### config.mk
export PLATFORM = sky130hd
export DESIGN_NAME = gol_stream_engine
export DESIGN_NICKNAME = d
export VERILOG_FILES = /design/src/rtl/gol_pkg.sv /design/src/rtl/gol_cell_rule.sv /design/src/rtl/gol_stream_engine.sv
export SDC_FILE = /design/constraint.sdc
export NUM_CORES = 1
export LEC_CHECK = 0
export ABC_AREA = 1
export CAP_MARGIN = 5
export CORE_MARGIN = 8
export CORE_UTILIZATION = 25
export CTS_CLUSTER_SIZE = 28
export DETAILED_ROUTE_END_ITERATION = 7
export DONT_BUFFER_PORTS = 1
export PLACE_DENSITY_LB_ADDON = 0.08
export SLEW_MARGIN = 20
export SYNTH_ARGS = -nofsm -noshare
export SYNTH_HDL_FRONTEND = slang
export SYNTH_HIERARCHICAL = 1
export SYNTH_SLANG_ARGS = --single-unit
### constraint.sdc
create_clock -name clk -period 7.9 [get_ports clk]
set_clock_uncertainty 0.05 [all_clocks]
set_input_delay 0.395 -clock clk [delete_from_list [all_inputs] [get_ports clk]]
set_output_delay 0.395 -clock clk [all_outputs]
set_load 0.02 [all_outputs]
### src/rtl/gol_pkg.sv
// Shared definitions for the Game of Life update paths: board size defaults,
// controller state encoding and the next-state rule.
package gol_pkg;

  localparam int GOL_LOG_W = 6;
  localparam int GOL_LOG_H = 5;

  localparam logic [2:0] ST_IDLE    = 3'd0;
  localparam logic [2:0] ST_PRIME   = 3'd1;
  localparam logic [2:0] ST_LOAD    = 3'd2;
  localparam logic [2:0] ST_COMPUTE = 3'd3;
  localparam logic [2:0] ST_DONE    = 3'd4;

  // Row buffer targeted by a read; MID also fills the saved copy of row 0.
  localparam logic [1:0] SEL_TOP = 2'd0;
  localparam logic [1:0] SEL_MID = 2'd1;
  localparam logic [1:0] SEL_BOT = 2'd2;

  // win[4] is the centre; the other eight bits are its neighbours.
  function automatic logic gol_next(input logic [8:0] win);
    logic [3:0] n;
    n = '0;
    for (int unsigned i = 0; i < 9; i++) begin
      if (i != 32'd4) n = n + {3'b000, win[i]};
    end
    return (n == 4'd3) | (win[4] & (n == 4'd2));
  endfunction

endpackage

### src/rtl/gol_cell_rule.sv
// Combinational Game of Life rule for one 3x3 window.
module gol_cell_rule
  import gol_pkg::*;
(
  input  logic [8:0] win_i,
  output logic       next_o
);

  assign next_o = gol_next(win_i);

endmodule

### src/rtl/gol_stream_engine.sv
// Three-row sliding-window next-state engine for a toroidal Life board.
// Reads the current board through a 1-cycle read port, writes every cell once in raster order.
module gol_stream_engine
  import gol_pkg::*;
#(
  parameter int LOG_W = GOL_LOG_W,
  parameter int LOG_H = GOL_LOG_H
) (
  input  logic                   clk,
  input  logic                   reset,
  input  logic                   start,
  output logic                   busy,
  output logic                   done,
  output logic                   rd_en,
  output logic [LOG_W+LOG_H-1:0] rd_addr,
  input  logic                   rd_data,
  output logic                   wr_en,
  output logic [LOG_W+LOG_H-1:0] wr_addr,
  output logic                   wr_data
);

  localparam int AW = LOG_W + LOG_H;
  localparam int W  = 1 << LOG_W;
  localparam int KW = LOG_W + 2;

  logic [2:0]       state_q, state_d;
  logic [KW-1:0]    k_q, k_d;
  logic [LOG_H-1:0] y_q, y_d, y_inc;
  logic [LOG_W-1:0] c_q;
  logic [W-1:0]     top_q, mid_q, bot_q, first_q;
  logic [W-1:0]     top_e, mid_e, bot_e, first_e;
  logic [W-1:0]     top_d, mid_d, bot_d, first_d;

  logic             cap_en_q;
  logic [1:0]       cap_sel_q;
  logic [LOG_W-1:0] cap_col_q;

  logic             busy_q, busy_d, done_q, done_d;
  logic             rd_en_q, rd_en_d, wr_en_q, wr_en_d;
  logic             wr_data_q, wr_data_d;
  logic [1:0]       rd_sel_q, rd_sel_d;
  logic [AW-1:0]    rd_addr_q, rd_addr_d, wr_addr_q, wr_addr_d;
  logic [LOG_H-1:0] rd_row;

  logic [LOG_W-1:0] cw, cw_m, cw_p;
  logic [8:0]       win;
  logic             rule_next;

  assign c_q   = k_q[LOG_W-1:0];
  assign y_inc = y_q + LOG_H'(1);

  // Apply the pending read capture before any shift so the freshest bit is used.
  always_comb begin
    top_e   = top_q;
    mid_e   = mid_q;
    bot_e   = bot_q;
    first_e = first_q;
    if (cap_en_q) begin
      case (cap_sel_q)
        SEL_TOP: top_e[cap_col_q] = rd_data;
        SEL_MID: begin
          mid_e[cap_col_q]   = rd_data;
          first_e[cap_col_q] = rd_data;
        end
        default: bot_e[cap_col_q] = rd_data;
      endcase
    end
  end

  always_comb begin
    state_d = state_q;
    k_d     = k_q;
    y_d     = y_q;
    top_d   = top_e;
    mid_d   = mid_e;
    bot_d   = bot_e;
    first_d = first_e;
    case (state_q)
      ST_IDLE: begin
        if (start) begin
          state_d = ST_PRIME;
          k_d     = '0;
        end
      end
      ST_PRIME: begin
        if (&k_q[KW-1:LOG_W]) begin
          state_d = ST_COMPUTE;
          k_d     = '0;
          y_d     = '0;
        end else begin
          k_d = k_q + KW'(1);
        end
      end
      ST_LOAD: begin
        if (k_q[LOG_W]) begin
          state_d = ST_COMPUTE;
          k_d     = '0;
        end else begin
          k_d = k_q + KW'(1);
        end
      end
      ST_COMPUTE: begin
        if (&c_q) begin
          if (&y_q) begin
            state_d = ST_DONE;
          end else begin
            top_d = mid_e;
            mid_d = bot_e;
            y_d   = y_inc;
            k_d   = '0;
            if (&y_inc) bot_d = first_e;
            else        state_d = ST_LOAD;
          end
        end else begin
          k_d = k_q + KW'(1);
        end
      end
      ST_DONE: state_d = ST_IDLE;
      default: state_d = ST_IDLE;
    endcase
  end

  // Outputs are registered from the next-cycle state, so the window uses the *_d rows.
  assign cw   = k_d[LOG_W-1:0];
  assign cw_m = cw - LOG_W'(1);
  assign cw_p = cw + LOG_W'(1);
  assign win  = {bot_d[cw_p], bot_d[cw], bot_d[cw_m],
                 mid_d[cw_p], mid_d[cw], mid_d[cw_m],
                 top_d[cw_p], top_d[cw], top_d[cw_m]};

  gol_cell_rule u_rule (
    .win_i  (win),
    .next_o (rule_next)
  );

  always_comb begin
    busy_d    = (state_d == ST_PRIME) | (state_d == ST_LOAD) | (state_d == ST_COMPUTE);
    done_d    = (state_d == ST_DONE);
    rd_en_d   = 1'b0;
    rd_sel_d  = SEL_TOP;
    rd_row    = '0;
    rd_addr_d = '0;
    if (state_d == ST_PRIME && !(&k_d[KW-1:LOG_W])) begin
      rd_en_d  = 1'b1;
      rd_sel_d = k_d[KW-1:LOG_W];
      case (k_d[KW-1:LOG_W])
        SEL_TOP: rd_row = '1;
        SEL_MID: rd_row = '0;
        default: rd_row = LOG_H'(1);
      endcase
      rd_addr_d = {rd_row, cw};
    end else if (state_d == ST_LOAD && !k_d[LOG_W]) begin
      rd_en_d   = 1'b1;
      rd_sel_d  = SEL_BOT;
      rd_row    = y_d + LOG_H'(1);
      rd_addr_d = {rd_row, cw};
    end
    wr_en_d   = (state_d == ST_COMPUTE);
    wr_addr_d = wr_en_d ? {y_d, cw} : '0;
    wr_data_d = wr_en_d & rule_next;
  end

  always_ff @(posedge clk) begin
    if (reset) begin
      state_q   <= ST_IDLE;
      k_q       <= '0;
      y_q       <= '0;
      top_q     <= '0;
      mid_q     <= '0;
      bot_q     <= '0;
      first_q   <= '0;
      cap_en_q  <= 1'b0;
      cap_sel_q <= SEL_TOP;
      cap_col_q <= '0;
      busy_q    <= 1'b0;
      done_q    <= 1'b0;
      rd_en_q   <= 1'b0;
      rd_sel_q  <= SEL_TOP;
      rd_addr_q <= '0;
      wr_en_q   <= 1'b0;
      wr_addr_q <= '0;
      wr_data_q <= 1'b0;
    end else begin
      state_q   <= state_d;
      k_q       <= k_d;
      y_q       <= y_d;
      top_q     <= top_d;
      mid_q     <= mid_d;
      bot_q     <= bot_d;
      first_q   <= first_d;
      cap_en_q  <= rd_en_q;
      cap_sel_q <= rd_sel_q;
      cap_col_q <= rd_addr_q[LOG_W-1:0];
      busy_q    <= busy_d;
      done_q    <= done_d;
      rd_en_q   <= rd_en_d;
      rd_sel_q  <= rd_sel_d;
      rd_addr_q <= rd_addr_d;
      wr_en_q   <= wr_en_d;
      wr_addr_q <= wr_addr_d;
      wr_data_q <= wr_data_d;
    end
  end

  assign busy    = busy_q;
  assign done    = done_q;
  assign rd_en   = rd_en_q;
  assign rd_addr = rd_addr_q;
  assign wr_en   = wr_en_q;
  assign wr_addr = wr_addr_q;
  assign wr_data = wr_data_q;

endmodule

=== Word-level counts from Yosys, hierarchy flattened ===
Cells that the tools add are included.

* Register bits: 310
* Output and inout bits: 27
* Word-level logic and storage cells: 133

* $add $sub $neg: 12
* $lt $le $gt $ge: 5
* Equality and inequality tests: 11
* Muxes and demuxes: 66
* Bitwise gates (word level): 6
* Reduce and logical (&&, ||, !) cells: 15

{| class="wikitable"
|+ Operators by type and width
! kind !! count
|-
| $mux 64 || 18
|-
| $bwmux 64 || 4
|-
| $bmux 1 s6 || 9
|-
| $mux 8 || 5
|-
| $pmux 8 s4 || 1
|-
| $lt 6x7->1 const B || 4
|-
| $add 4x1->4 || 6
|-
| $mux 11 || 2
|-
| $pmux 5 s2 || 2
|-
| $mux 3 || 6
|-
| $mux 5 || 3
|-
| $eq 3x2->1 const B || 4
|-
| $mux 1 || 12
|-
| $pmux 3 s4 || 1
|-
| $add 5x1->5 const B || 2
|-
| $reduce_and 5->1 || 2
|-
| $add 8x1->8 const B || 1
|-
| $eq 4x2->1 const B || 2
|-
| $add 6x1->6 const B || 1
|-
| $demux 1 s6 || 1
|-
| $eq 3x1->1 const B || 2
|-
| $ge 6x1->1 const B || 1
|-
| $reduce_and 6->1 || 1
|-
| $sub 6x1->6 const B || 1
|-
| other kinds (13) || 24
|}

=== Depth between registers and ports, before layout ===
* Depth in word-level cells: 23
* Depth in mapped cells: 35
* Depth with buffers taken out: 34

=== Cells and area by module ===
Netlist, hierarchy kept.

{| class="wikitable"
|+ Modules (own cells, without submodules)
! module !! instances !! cells an instance !! area each (um2)
|-
| gol_stream_engine || 1 || 3,741 || 21,389.3
|-
| gol_cell_rule || 1 || 28 || 200.2
|}

=== Worst setup path after synthesis ===
OpenSTA, ideal clock, no wires.

* Path type: register -> register
* From: register y_q[1]
* To: register wr_data_q, in the netlist wr_data
* Setup time: 0.064 ns
* Data arrival time: 5.674 ns
* Required time: 7.786 ns
* Path slack: 2.112 ns
* Stages on the path, launching flop included: 34
* Path buffers: 5
* Cells stage by stage: dfxtp_1 -> ha_1 -> nand2_1 -> nor2_1 -> ha_1 -> nand3_4 -> nand3_4 -> nand2_1 -> nand2_2 -> buf_4 -> buf_2 -> ha_1 -> clkbuf_1 -> clkinv_1 -> clkbuf_1 -> buf_1 -> nand3_1 -> nand3_1 -> nand3_1 -> nand3_1 -> nand2_1 -> nand2_1 -> nand2_1 -> inv_1 -> fa_1 -> fa_1 -> fa_1 -> inv_1 -> ha_1 -> fa_1 -> nand3_1 -> a21oi_1 -> inv_1 -> nor2_1

{| class="wikitable"
|+ RTL lines
! item !! line !! RTL
|-
| start, declared || gol_stream_engine.sv:28 || <nowiki>logic [LOG_H-1:0] y_q, y_d, y_inc;</nowiki>
|-
| start signal, assigned || gol_stream_engine.sv:186 || <nowiki>y_q <= y_d;</nowiki>
|-
| $reduce_and 5->1 (*) || gol_stream_engine.sv:104 || <nowiki>if (&y_q) begin</nowiki>
|-
| $mux 8 (*) || gol_stream_engine.sv:104 ||
|-
| $mux 8 (*) || gol_stream_engine.sv:103 || <nowiki>if (&c_q) begin</nowiki>
|-
| $pmux 8 s4 (*) || gol_stream_engine.sv:78 || <nowiki>case (state_q)</nowiki>
|-
| named net k_d[1] || gol_stream_engine.sv:27 || <nowiki>logic [KW-1:0] k_q, k_d;</nowiki>
|-
| $sub 6x1->6 (*) || gol_stream_engine.sv:125 || <nowiki>assign cw_m = cw - LOG_W'(1);</nowiki>
|-
| $bmux 1 s6 (*) || gol_stream_engine.sv:128 || <nowiki>mid_d[cw_p], mid_d[cw], mid_d[cw_m],</nowiki>
|-
| $mux 1 (not written as such) (*) || gol_stream_engine.sv:128 ||
|-
| named net win[3] || gol_stream_engine.sv:46 || <nowiki>logic [8:0] win;</nowiki>
|-
| $add 4x1->4 (*) (5 in a row) || gol_pkg.sv:24 || <nowiki>if (i != 32'd4) n = n + {3'b000, win[i]};</nowiki>
|-
| $eq 4x2->1 || gol_pkg.sv:26 || <nowiki>return (n == 4'd3) | (win[4] & (n == 4'd2));</nowiki>
|-
| $and 1x1->1 || gol_pkg.sv:26 ||
|-
| $or 1x1->1 (*) || gol_pkg.sv:26 ||
|-
| named net rule_next || gol_stream_engine.sv:47 || <nowiki>logic rule_next;</nowiki>
|-
| $and 1x1->1 (*) || gol_stream_engine.sv:160 || <nowiki>wr_data_d = wr_en_d & rule_next;</nowiki>
|-
| end signal, assigned || gol_stream_engine.sv:201 || <nowiki>wr_data_q <= wr_data_d;</nowiki>
|-
| end, declared || gol_stream_engine.sv:40 || <nowiki>logic wr_data_q, wr_data_d;</nowiki>
|}

The timed path passes the listed nets; every way through them passes the cells marked *. The select of a mux whose other input is x is not followed.
A chain may end at the register's enable or synchronous reset.

=== Worst setup path in the final report ===
* From: register y_q[1]
* To: register wr_data_q, in the netlist wr_data

* Word-level cells in the longest chain between the ends: 18

{| class="wikitable"
|+ RTL lines
! item !! line !! RTL
|-
| $reduce_and 5->1 (*) || gol_stream_engine.sv:104 ||
|-
| $mux 8 || gol_stream_engine.sv:104 ||
|-
| $mux 8 || gol_stream_engine.sv:103 ||
|-
| $pmux 8 s4 || gol_stream_engine.sv:78 ||
|-
| $sub 6x1->6 || gol_stream_engine.sv:125 ||
|-
| $bmux 1 s6 (*) || gol_stream_engine.sv:129 || <nowiki>top_d[cw_p], top_d[cw], top_d[cw_m]};</nowiki>
|-
| $mux 1 (not written as such) (*) || gol_stream_engine.sv:129 ||
|-
| named net win[0] || gol_stream_engine.sv:46 ||
|-
| $add 1x1->2 (*) || gol_pkg.sv:24 ||
|-
| $add 4x1->4 (*) (6 in a row) || gol_pkg.sv:24 ||
|-
| $eq 4x2->1 || gol_pkg.sv:26 ||
|-
| $and 1x1->1 || gol_pkg.sv:26 ||
|-
| $or 1x1->1 (*) || gol_pkg.sv:26 ||
|-
| named net rule_next || gol_stream_engine.sv:47 ||
|-
| $and 1x1->1 (*) || gol_stream_engine.sv:160 ||
|}

Marks and branches as above.

==> results.py <==
metrics = {
    "placement": {
        "pre_cts_ws_ns": 1.42,
        "dp_hpwl_um": 61500,
        "gp_congestion": 0.851,
        "placed_cell_area_sq_um": 22400,
        "port_buffers": 0,
        "dp.cells": 4720,
    },
    "sta": {
        "setup_viol": 0,
        "max-slew-margin-rel_pct": 20.9,
        "drv_slew": 0,
        "min_period_ns": 6.49,
        "fin_hold_ws_ns": 0.0403,
        "rsz0062_at_grt": "no",
        "fmax_mhz": 154,
        "finalSetupTns_ns": 0,
        "worst_slew_pin_slew_ns": 1.18,
        "hold_viol": 0,
        "fin_crit_sh_pct": 82.2,
        "fin_ws_ns": 1.41,
    },
    "critical_path": {
        "crit_family": "adder cells",
        "crit_path_start_kind": "flop",
        "crit_buf_inv": 6,
        "cp_common_cell": "nand2_1",
        "path_class": "reg -> reg",
        "worstPathArrival_ns": 6.96,
        "cp_max_fo": 41,
        "crit_slowest_cell": "buf_4",
        "path_depth": 31,
        "cp_data_required_time_ns": 8.37,
        "reg2reg_depth": 31,
        "max_stage_delay_ns": 0.66,
        "end_kind": "flop",
    },
    "detailed_routing": {
        "drc": 0,
        "wire_per_inst_um": 20.4,
        "drt-initial-drc-count": 1872,
        "routed_wl_um": 97800,
        "route.vias.total": 23800,
        "via_per_inst": 4.96,
        "dr.pass1.iters": 5,
        "ant_nets": 0,
    },
    "cells_and_area": {
        "diodes": 0,
        "area_delta_synth_final_pct": 10.9,
        "final_util_pct": 28.0,
        "postLayoutCellArea_sq_um": 23900,
        "instances_no_fill": 4800,
        "nets": 3644,
        "drive_gt1_share_pct": 4.68,
    },
    "logic_synthesis": {
        "synth.top_cells.by_count": "nand2_1, nand3_1, dfxtp_1",
        "yosysSeqAreaShare_pct": 28.7,
        "synth.avg_cell_area_sq_um": 5.73,
        "ys_ff_latch": 310,
        "synth_top_cells_by_area": "dfxtp_1, nand2_1, nand3_1",
        "synth_fp_nets": 3789,
        "synth_area_sq_um": 21600,
        "synth_top_area_share_pct": 28.7,
        "yosys.cell_count.top_type": "nand2_1",
        "synthDistinctLibCells": 47,
        "async_flop_share_pct": 0,
        "synth_enable_flop_cells": 0,
        "synth_ff_type": "dfxtp_1",
        "synthCells": 3769,
        "yosysWarnings": 6,
        "yosys.area.top_type": "dfxtp_1",
    },
    "global_route": {
        "grt_pass1_vias": 22900,
        "grtUsageTotal_pct": 20.0,
        "grt-ovfl-total": 0,
        "grt_antenna_before_repair": 0,
        "grt_pass1_wl_um": 148000,
        "grt_max_degree": 272,
    },
    "clock_network": {
        "clkSlewWorstSetupHoldPaths_ns": 0.07,
        "clk_latency_ns": 0.58,
        "ctsLongestPathBuffers": 3,
        "cts_made_buffers": 43,
        "cts_sinks": 310,
        "htreeDepth": 2,
        "cts_root_buf": "clkbuf_16",
        "cts_tree": "yes",
    },
    "worst_hold_path": {
        "holdPathStages": 3,
        "hp-class": "in -> reg",
    },
    "floorplanning": {
        "rows": 107,
        "start_util_pct": 25.3,
        "die-area_sq_um": 96000,
        "die_h_um": 310,
        "core_area_sq_um": 85400,
        "io_pins": 31,
        "die-width_um": 310,
    },
    "power_and_ir_drop": {
        "p_leak_nw": 10.4,
        "peakVddDrop_mv": 0.130,
        "p_per_area_nw_per_um2": 191,
        "fin_total_pwr_mw": 4.56,
    },
    "run_status": {
        "status": "completed",
    },
    "run": {
        "maxCapViolCount": 0,
    },
}
## layer usage
metal | GRT usage [%] | wire length (um) | up-vias
met5 | 0 | 0 | -
met4 | 4.49 | 2020 | 0
met3 | 2.56 | 4880 | 115
met2 | 32.4 | 43900 | 574
met1 | 28.0 | 46900 | 11200
li1 | - | - | 11900
## cells by family (layout without fill, tap and decap cells)
logic type               count (synthesis)  after routing  share of synthesized area (%)
AND/OR/NAND/NOR                       2693           2693                           53.7
buffers and inverters                  498            385                           9.87
flip-flops                             310            310                           28.7
AO/OA/AOI/OAI                          242            242                           5.96
adder cells (fa/ha/maj)                 16             16                           1.07
XOR/XNOR                                10             10                          0.649
## worst paths after layout
check                      end        start  slack [ns]
setup / recovery       wr_data       y_q[1]        1.41
hold / removal          y_q[1]        reset        0.04
setup reg to reg       wr_data       y_q[1]        1.41
hold reg to reg   cap_sel_q[0]  rd_sel_q[0]        0.35
## area by class of cell
type,count,area (sq um)
inverter,263,1010
sequential,310,6210
clock inverter,19,241
multi-input combinational,2961,13300
fill,10000,61500
tap,1144,1430
timing repair buffer,45,528
clock buffer,58,1240
## cell usage in the layout, fill, tap and decap left out, types with 5 or more instances in the layout
cell,count
nor2_1,249
a21oi_1,163
nand2_2,6
clkbuf_8,11
buf_4,31
buf_12,12
ha_1,11
nor2_4,5
a21o_1,5
inv_1,244
and2_1,14
o21bai_1,5
inv_2,10
nand3_1,989
clkinv_2,9
nand2_1,1405
dfxtp_1,310
bufinv_16,5
xor2_1,5
clkbuf_16,43
o21ai_1,39
o21ai_0,20
inv_4,5
## report_power, final
part           switching (mW)  internal [mW]
sequential            0.00898           1.57
combinational           0.624          0.254
clock                   0.843           1.26
## sequential cells by signal, summed over array words and instances, names as in the netlist, 2 cells and up
signal and cells:
y_q 5, rd_addr 11, first_q 64, top_q 64, state_q 3, cap_sel_q 2, bot_q 64, wr_addr 11
cap_col_q 6, mid_q 64, rd_sel_q 2, k_q 8
## what timing repair did
action	in CTS	in global routing
hold endpoints to repair	271	0
resized for setup	0	0
hold buffers	2	0
buffers inserted	0	0
## tightest hold or removal path: stages
cell	delay, ns
inv_1	0.10
nand2_1	0.09
inv_1	0.03
Power figures use the tool's default switching activity.
